===== config.mk =====
export PLATFORM = sky130hd
export DESIGN_NAME = vram_write_responder
export DESIGN_NICKNAME = d
export VERILOG_FILES = /design/src/rtl/vram_write_responder.sv
export SDC_FILE = /design/constraint.sdc
export NUM_CORES = 1
export LEC_CHECK = 0
export BUFFER_PORTS_ARGS = -buffer_cell sky130_fd_sc_hd__buf_4
export CORE_MARGIN = 5
export CORE_UTILIZATION = 40
export DETAILED_ROUTE_END_ITERATION = 10
export PLACE_DENSITY = 0.65
export SYNTH_ARGS = -nofsm -noshare
export SYNTH_HDL_FRONTEND = slang
export SYNTH_SLANG_ARGS = --single-unit

===== constraint.sdc =====
create_clock -name clk -period 8.3 [get_ports clk]
set_clock_uncertainty 0.15 [all_clocks]
set_input_delay 2.49 -clock clk [delete_from_list [all_inputs] [get_ports clk]]
set_output_delay 2.49 -clock clk [all_outputs]
set_load 0.05 [all_outputs]

===== src/rtl/vram_write_responder.sv =====
// Burst write responder: fetches words from an initiator one at a time and
// issues them as single memory writes across a wrapping address window.
module vram_write_responder #(
    parameter int unsigned ADDR_W = 21,
    parameter int unsigned LEN_W  = 24
) (
    input  logic              clk,
    input  logic              rst,
    input  logic              wrLoad,
    input  logic [ADDR_W-1:0] wrMinAddr,
    input  logic [ADDR_W-1:0] wrMaxAddr,
    input  logic [LEN_W-1:0]  wrLength,
    input  logic [31:0]       wrData,
    output logic              wrReq,
    output logic              wrDone,
    output logic              memReq,
    output logic [ADDR_W-1:0] memAddr,
    output logic [31:0]       memData,
    input  logic              memAck,
    output logic              busy
);

    typedef enum logic [2:0] {
        StIdle,
        StArm,
        StReq,
        StCapt,
        StWrite,
        StDone
    } state_e;

    state_e            state_q;
    logic [ADDR_W-1:0] min_q;
    logic [ADDR_W-1:0] max_q;
    logic [ADDR_W-1:0] addr_q;
    logic [LEN_W-1:0]  len_q;
    logic [LEN_W-1:0]  cnt_q;
    logic [31:0]       data_q;
    logic              wr_req_q;
    logic              wr_done_q;
    logic              mem_req_q;
    logic              busy_q;

    logic [LEN_W-1:0]  cnt_inc;
    logic [ADDR_W:0]   addr_inc;
    logic [ADDR_W-1:0] addr_next;

    // Next write address: step by one, wrap to the window start at the bound.
    // One extra bit keeps the compare correct when addr is all-ones.
    always_comb begin
        cnt_inc  = cnt_q + LEN_W'(1);
        addr_inc = {1'b0, addr_q} + (ADDR_W + 1)'(1);
        if (addr_inc >= {1'b0, max_q}) begin
            addr_next = min_q;
        end else begin
            addr_next = addr_inc[ADDR_W-1:0];
        end
    end

    // Burst sequencer with registered handshake outputs; wrLoad always wins.
    always_ff @(posedge clk or posedge rst) begin
        if (rst) begin
            state_q   <= StIdle;
            min_q     <= '0;
            max_q     <= '0;
            addr_q    <= '0;
            len_q     <= '0;
            cnt_q     <= '0;
            data_q    <= '0;
            wr_req_q  <= 1'b0;
            wr_done_q <= 1'b0;
            mem_req_q <= 1'b0;
            busy_q    <= 1'b0;
        end else begin
            wr_req_q  <= 1'b0;
            wr_done_q <= 1'b0;
            if (wrLoad) begin
                // Start or restart: re-latch the window, drop any pending write.
                state_q   <= StArm;
                min_q     <= wrMinAddr;
                addr_q    <= wrMinAddr;
                max_q     <= wrMaxAddr;
                mem_req_q <= 1'b0;
                busy_q    <= 1'b1;
            end else begin
                unique case (state_q)
                    StIdle: begin
                        mem_req_q <= 1'b0;
                        busy_q    <= 1'b0;
                    end
                    StArm: begin
                        len_q <= wrLength;
                        cnt_q <= '0;
                        if (wrLength == '0) begin
                            state_q   <= StDone;
                            wr_done_q <= 1'b1;
                        end else begin
                            state_q  <= StReq;
                            wr_req_q <= 1'b1;
                        end
                    end
                    StReq: begin
                        state_q <= StCapt;
                    end
                    StCapt: begin
                        // Initiator data is valid the cycle after wrReq.
                        data_q    <= wrData;
                        mem_req_q <= 1'b1;
                        state_q   <= StWrite;
                    end
                    StWrite: begin
                        if (memAck) begin
                            mem_req_q <= 1'b0;
                            cnt_q     <= cnt_inc;
                            addr_q    <= addr_next;
                            if (cnt_inc == len_q) begin
                                state_q   <= StDone;
                                wr_done_q <= 1'b1;
                            end else begin
                                state_q  <= StReq;
                                wr_req_q <= 1'b1;
                            end
                        end
                    end
                    StDone: begin
                        state_q <= StIdle;
                        busy_q  <= 1'b0;
                    end
                    default: begin
                        state_q   <= StIdle;
                        mem_req_q <= 1'b0;
                        busy_q    <= 1'b0;
                    end
                endcase
            end
        end
    end

    assign wrReq   = wr_req_q;
    assign wrDone  = wr_done_q;
    assign memReq  = mem_req_q;
    assign memAddr = addr_q;
    assign memData = data_q;
    assign busy    = busy_q;

endmodule

# After elaboration in Yosys (flattened, before gate mapping)
# Index checks and enable logic that the tools add are counted.
[classes]
add_sub_neg = 2
magnitude_cmp = 1
eq_ne = 11
mux = 26
bitwise_logic = 1
reduce_logical = 13
[ops]
columns = ["op", "count"]
rows = [
  ["2-to-1 mux 21 bit", 4],
  ["case mux 24 bit (2 select lines)", 1],
  ["adder 24 x 1 -> 24 bit, second input constant", 1],
  ["equality test 24 bit", 1],
  ["zero test 24 bit", 1],
  ["2-to-1 mux 24 bit", 1],
  ["adder 21 x 1 -> 22 bit, second input constant", 1],
  ["greater-or-equal comparator 22 x 21 -> 1 bit", 1],
  ["case mux 3 bit (5 select lines)", 1],
  ["2-to-1 mux 1 bit", 12],
  ["2-to-1 mux 3 bit", 4],
  ["AND reduction 2 bit", 5],
  ["equality test 3 x 2 -> 1 bit, second input constant", 2],
  ["equality test 3 bit, second input constant", 2],
  ["nonzero test 2 bit", 3],
  ["!= test 2 x 1 -> 1 bit, second input constant", 2],
  ["!= test 2 bit, second input constant", 2],
  ["case mux 1 bit (2 select lines)", 2],
  ["OR reduction 4 bit", 1],
  ["equality test 3 x 1 -> 1 bit, second input constant", 1],
  ["zero test 3 bit", 1],
  ["!= test 3 bit, second input constant", 1],
  ["case mux 1 bit (3 select lines)", 1],
  ["AND reduction 3 bit", 1],
  ["2 further kinds", 2],
]
[word_totals]
reg_bits = 150
inputBits = 102
elab_cells = 65

# Depth between registers and ports, before layout
# Gate-level depths: netlist (run 1).
[logic_depth]
depth_word = 6
ltp_mapped = 16

# Least setup slack after synthesis (run 1)
# Ideal clock, no wire load.
[synth_timing]
path_type = "in2reg"
start = "input port wrLoad"
end = "register len_q[0]"
arrival_time_ns = 3.705
required_time_ns = 8.025
slack_ns = 4.320
stages = 3
path_cell_list = "nor3_1 > clkbuf_1 > mux2_2"
[synth_between]
elab_chain_cells = 2
[synth_rtl]
columns = ["element", "line", "rtl"]
rows = [
  ["from (decl)", "9", "input logic wrLoad,"],
  ["NOT 1 bit (no source line)", "-", ""],
  ["AND reduction 2 bit (no source line)", "-", ""],
  ["to (signal assigned)", "92", "len_q <= wrLength;"],
  ["to (decl)", "36", "logic [LEN_W-1:0] len_q;"],
]
# Every way passes these cells.
# A chain may end at the register's enable or synchronous reset.

# Final worst setup path (run 1)
[layout_timing]
start = "input port wrLoad"
end = "register cnt_q[13]"
[layout_between]
elab_chain_cells = 2
[layout_rtl]
columns = ["element", "line", "rtl"]
rows = [
  ["NOT 1 bit (no source line)", "-", ""],
  ["AND reduction 3 bit (no source line)", "-", ""],
  ["to (signal assigned)", "114", "cnt_q <= cnt_inc;"],
  ["to (decl)", "37", "logic [LEN_W-1:0] cnt_q;"],
]
# Every way passes these cells.

==> results of run 1 <==
-- synth_stat cells (3+ instances only) --
| cell | count |
|---|---|
| nor4_1 | 10 |
| ha_1 | 23 |
| nand2_1 | 67 |
| buf_2 | 6 |
| xnor2_1 | 39 |
| mux2i_1 | 22 |
| xor2_1 | 12 |
| o21ai_0 | 75 |
| and2_1 | 4 |
| a22oi_1 | 20 |
| and4_1 | 11 |
| nor2b_1 | 6 |
| buf_1 | 6 |
| nor3_1 | 11 |
| nand4_1 | 19 |
| nand2b_1 | 9 |
| inv_1 | 23 |
| or3_1 | 3 |
| dfrtp_1 | 150 |
| a21oi_1 | 18 |
| a21o_1 | 12 |
| nand3b_1 | 5 |
| nor3b_1 | 4 |
| mux2_2 | 79 |
| and3_1 | 7 |
| o41ai_1 | 3 |
| o31ai_1 | 13 |
| nand3_1 | 18 |
| nor2_1 | 32 |
| clkbuf_1 | 28 |
-- power by group through the flow --
stage,combinational [mW],sequential [mW],clock (mW)
2_1_floorplan,0.285,1.18,0
3_3_place_gp,0.761,0.945,0
3_5_place_dp,0.768,0.950,0
4_1_cts,0.770,0.938,0.809
5_1_grt,0.812,0.954,0.850
6_report,0.761,0.937,0.791
-- routing by layer --
metal  wire length [um]  GRT usage
met1               9240      0.230
met2               9920      0.291
met3               1090     0.0452
met4                236     0.0368
met5                  0          0
-- cell type report --
type	count	area, um^2
fillers	1883	9950
multi-input cells	561	4080
flip-flops and latches	150	3750
repair buffers	164	1230
clock buffers	19	443
well taps	270	338
clock inverters	12	154
inverters	23	91.3
-- through the flow --
stage | hold slack, ps | util
after CTS | 360 | 0.504
after detailed placement | 346 | 0.474
final | 356 | 0.504
after global placement | 340 | 0.474
after floorplan | 322 | -
after global routing | 374 | 0.504
-- cells by family after synthesis --
group	after synthesis	synth area share
AND/OR/NAND/NOR	223	0.150
buffers and inverters	65	0.0321
XOR/XNOR	51	0.0553
flip-flops	150	0.465
multiplexers	101	0.137
adder cells (fa/ha/maj)	23	0.0356
AO/OA/AOI/OAI	163	0.125
-- state kept, by name, summed over array words and instances (netlist names) --
| register | count |
|---|---|
| busy | 1 |
| cnt_q | 24 |
| len_q | 24 |
| max_q | 21 |
| memAddr | 21 |
| memData | 32 |
| memReq | 1 |
| min_q | 21 |
| state_q | 3 |
| wrDone | 1 |
| wrReq | 1 |
-- placed cells by master, fill, tap and decap left out, types with 3 or more instances in the layout --
cell,Yosys,layout
o41ai_1,3,3
xnor2_1,39,39
o21ai_0,75,75
bufinv_16,0,3
mux2_2,79,79
buf_4,2,164
inv_1,23,22
a21oi_1,18,18
or3_1,3,3
xor2_1,12,12
nor3b_1,4,4
dfrtp_1,150,150
and2_1,4,4
nor2_1,32,32
ha_1,23,23
nand2_1,67,67
a21o_1,12,12
mux2i_1,22,22
nor4_1,10,10
o31ai_1,13,13
clkinvlp_4,0,3
nand4_1,19,19
a22oi_1,20,20
clkbuf_16,0,17
nand2b_1,9,9
nor2b_1,6,6
nor3_1,11,10
nand3b_1,5,5
and4_1,11,11
clkinv_2,0,3
nand3_1,18,18
and3_1,7,7
-- worst paths after layout --
| check | cells past startpoint | endpoint | startpoint |
|---|---|---|---|
| worst max-delay path | 7 | cnt_q[13]$_DFFE_PP0P_ | wrLoad |
| worst min-delay path | 1 | memData[12]$_DFFE_PP0P_ | memData[12]$_DFFE_PP0P_ |
| worst max register to register | 15 | memAddr[0]$_DFFE_PP0P_ | memAddr[0]$_DFFE_PP0P_ |
| worst min register to register | 1 | memData[12]$_DFFE_PP0P_ | memData[12]$_DFFE_PP0P_ |
| max in group asynchronous | 3 | max_q[18]$_DFFE_PP0P_ | rst |
| min in group asynchronous | 2 | memData[29]$_DFFE_PP0P_ | rst |
==> out/qor.yml, run 1 <==
power_and_ir_drop:
  clkPwrFrac: 0.318
  power.density_nw_per_um2: 247
  switchingPower_mw: 0.859
  vdd.ir_drop.worst_mv: 0.173
  comb_power_share: 0.306
  power_mw: 2.49
  power_frac_seq: 0.377
  p_leak_nw: 4.44
  p_int_mw: 1.63
  switching_share: 0.345
setup_path:
  critical_path_class: "input pin to register"
  required_ps: 8440
  cp_max_fo: 96
  cp_top_family: "buffers and inverters"
  path_buf_inv: 2
  slowest_stage: "buf_4"
  crit_chain: "buf_4 > o21ba_2 > nand2_1 > buf_4 > nor2_1 > o21ai_0 > o21ai_0"
  arrival_ps: 4880
  r2r_slack_ps: 3970
  max_stage_delay_ps: 690
  end_kind: "register"
  critPathLaunchType: "input pin"
clocking:
  clk-insertion-delay-late_ps: 420
  cts_root_buf: "clkbuf_16"
  cts-resized-gates: 0
  path_clk_slew_ps: 70
  post_cts_buffers: 0
  clockBufferDepth: 2
  cts_tree: "yes"
  clock_sink_count: 150
  numCtsBuffers: 17
  cts_hold_buf: 0
  h-tree-depth: 4
grt:
  grt_max_degree: 97
  grt-ovfl-total: 0
  grt_pass1_wl_mm: 33.6
  antenna_found_initial: 0
  grt_use_total: 0.174
  grt_pass1_vias: 6479
floorplan:
  io_pins: 159
  die_h_um: 152
  core_area_um2: 20000
  start_util: 0.403
  fp.dieW_um: 152
  fp.dieArea_um2: 23100
  rows: 52
job:
  cap_viol_max_count: 0
placement:
  dpl_worst_slack_ps: 3130
  hpwl_mm: 14.5
  dpl-instance-area_um2: 9490
  place.gp.congestion: 0.817
  dp_cells: 1168
  portBuffers: 158
hold_path:
  hold_class: "register to register"
timing:
  slew_headroom: 0.281
  fin_crit_sh: 0.571
  setup_viol: 0
  hold_viol: 0
  rsz0062_at_grt: "false"
  drv_slew: 0
  fmax_mhz: 211
  fin_ws_ps: 3560
  finalSetupTns_ps: 0
  worst_slew_pin_slew_ps: 1080
  finalCriticalPeriod_ps: 4740
final_layout:
  antenna_cells: 0
  area_delta_synth_final_pct: 24.9
  drive_above_1_share: 0.308
  nets: 1042
  fin_area_um2: 10100
  layout.cells.non_filler: 1199
route:
  drt-initial-drc-count: 299
  postRouteAntennaNets: 0
  drc_errors: 0
  dr_total_vias: 6493
  vias_per_cell: 5.42
  routed_wl_mm: 20.5
  firstDrtPassIters: 7
  wl_per_cell_um: 17.1
yosys:
  avgSynthCellArea_um2: 10.4
  synth_ff_type: "dfrtp_1"
  yosysTopAreaCell: "dfrtp_1"
  seq_area_frac_synth: 0.465
  synth_cell_type_count: 64
  synthTopCellsByArea: "dfrtp_1 46%, mux2_2 11%, o21ai_0 4.6%"
  synth-async-reset-ratio: 1.00
  synth_edf_count: 0
  mappedNetlistNets: 901
  syn_inst: 776
  synth_warnings: 0
  syn-cell-area_um2: 8080
  ys_seq_elements: 150
  synth_top_cell_area_share: 0.465
status:
  outcome: "complete, no violations"
Power figures use the tool's default switching activity.
==> run 2: changes to the inputs <==
Settings changed: PLACE_DENSITY 0.65 to 0.67.
Clock period 8.3 ns to 4 ns, I/O delays scaled along.
==> run 2 against run 1 <==
Final area increased by 1.6%. Count of clock-buffer cells in the layout unchanged. Via count decreased by 0.15%. Routed wire length increased by 0.63%. Global-route usage increased by 0.14 points. Critical path depth increased by 8. Power increased by 110%. Utilization increased by 0.81 points. Sequential share of layout area decreased by 0.57 points. Combinational power increased by 110%. Critical path type is now register to register.
==> out/qor.yml, run 2 (synthesized netlist as in run 1, its figures left out) <==
status:
  outcome: "complete, no violations"
grt:
  grt-ovfl-total: 0
  grt_use_total: 0.176
  antenna_found_initial: 0
  gr-usage-met2: 0.296
  grt_pass1_vias: 6406
  gr-usage-met1: 0.229
  grt_max_degree: 49
  grt_pass1_wl_mm: 33.6
  busiest_layer: "met2"
  grt_use_met3: 0.0478
timing:
  drv_slew: 0
  finalSetupTns_ps: 0
  fin_crit_sh: 0.923
  worst_slew_pin_slew_ps: 889
  fmax_mhz: 271
  rsz0062_at_grt: "false"
  fin_ws_ps: 307
  finalCriticalPeriod_ps: 3690
  slew_headroom: 0.406
  hold_viol: 0
  setup_viol: 0
  whs_ps: 357
floorplan:
  rows: 52
  fp.dieW_um: 152
  fp.dieArea_um2: 23100
  io_pins: 159
  start_util: 0.403
  core_area_um2: 20000
  die_h_um: 152
final_layout:
  multi_input_area_um2: 4080
  area_delta_synth_final_pct: 26.9
  final_common_cell: "buf_4"
  final_cell_mix: "183 x buf_4, 149 x dfrtp_1, 79 x mux2_2"
  drive_above_1_share: 0.326
  antenna_cells: 0
  final_util: 0.512
  seq_area_um2: 3750
  nets: 1063
  largest_reg_flops: 32
  fillers: 1862
setup_path:
  arrival_ps: 3840
  slowest_stage: "dfrtp_1"
  critPathLaunchType: "register"
  critical_path_class: "register to register"
  crit_chain: "and4_1 > nand4_1 > nor3_2 > nand4_1 > xnor2_1 > ha_1 > and3_1 > a221oi_1 > o21ai_0 > a31oi_1 > a21boi_1 > a31oi_4 > buf_4 > mux2i_1 > o21ai_0"
  max_stage_delay_ps: 340
  cp_max_fo: 13
  required_ps: 4150
  end_kind: "register"
clocking:
  path_clk_slew_ps: 70
  h-tree-depth: 4
  cts_hold_buf: 0
  cts_root_buf: "clkbuf_16"
  clk-insertion-delay-late_ps: 420
  cts_tree: "yes"
  clock_sink_count: 150
  clockBufferDepth: 2
  numCtsBuffers: 17
power_and_ir_drop:
  vdd.ir_drop.worst_mv: 0.365
  power_mw: 5.12
  power.density_nw_per_um2: 499
  p_leak_nw: 4.54
placement:
  portBuffers: 158
  place.gp.congestion: 0.860
  hpwl_mm: 15.1
  dpl_worst_slack_ps: 313
route:
  postRouteAntennaNets: 0
  vias_per_cell: 5.31
  firstDrtPassIters: 5
  dr_total_vias: 6483
  drc_errors: 0
  drt-initial-drc-count: 324
  routed_wl_mm: 20.6
  wl_per_cell_um: 16.9
hold_path:
  hold_class: "register to register"
job:
  cap_viol_max_count: 0
## run 2: cell types whose count changed in the layout (fill, tap and decap cells not counted), sizes merged
cell | before | now
buf | 164 | 185
bufinv | 3 | 1
inv | 24 | 25
clkinvlp | 3 | 5
## run 2: layout make-up
type / instances / share of cell area
Tap cell: 270 / 0.0330
Clock inverter: 13 / 0.0120
Timing Repair Buffer: 185 / 0.138
Multi-Input combinational cell: 561 / 0.398
Clock buffer: 19 / 0.0442
Sequential cell: 150 / 0.366
Inverter: 23 / 0.00879
## run 2: final timing paths
check | from | end | slack (ps) | cells past startpoint
max | memAddr[2]$_DFFE_PP0P_ | memAddr[14]$_DFFE_PP0P_ | 310 | 15
min in group asynchronous | rst | max_q[4]$_DFFE_PP0P_ | 810 | 2
max reg2reg | memAddr[2]$_DFFE_PP0P_ | memAddr[14]$_DFFE_PP0P_ | 310 | 15
min | memData[26]$_DFFE_PP0P_ | memData[26]$_DFFE_PP0P_ | 360 | 1
min reg2reg | memData[26]$_DFFE_PP0P_ | memData[26]$_DFFE_PP0P_ | 360 | 1
max in group asynchronous | rst | len_q[21]$_DFFE_PP0P_ | 2160 | 3
## run 2: routing by layer
layer / routed length, um / part of all wire / vias to the layer above
li1: - / - / 3142
met1: 9200 / 0.45 / 3145
met2: 10200 / 0.49 / 178
met3: 1020 / 0.049 / 18
met4: 198 / 0.0096 / 0
met5: 0 / 0 / -
## run 2: report_power, final
group          switching [mW]  internal (mW)  leakage, nW
sequential              0.164           1.76         1.85
clock                   0.671          0.895        0.272
combinational           0.976          0.645         2.42
total                    1.81           3.30         4.54
## run 2: worst max-delay path, delay by kind of cell, from the launching register on
| kind | cells | cell delay (ps) |
|---|---|---|
| AND/OR/NAND/NOR | 5 | 1120 |
| AO/OA/AOI/OAI | 6 | 1030 |
| adder cells (fa/ha/maj) | 1 | 280 |
| multiplexers | 1 | 180 |
| XOR/XNOR | 1 | 230 |
| flip-flops | 1 | 340 |
| buffers and inverters | 1 | 240 |
## run 2: metrics by stage
step,cells,instance area (um^2)
finish,1221,10300
global route,1221,10300
CTS,1220,10200
detailed placement,1188,9670
global placement,1188,9670
floorplan,776,8080
## run 2: what timing repair did
item                       CTS  global route
setup buffers                0             1
gates resized for setup      0             1
hold endpoints to repair     0             0
setup endpoints to repair    0            16
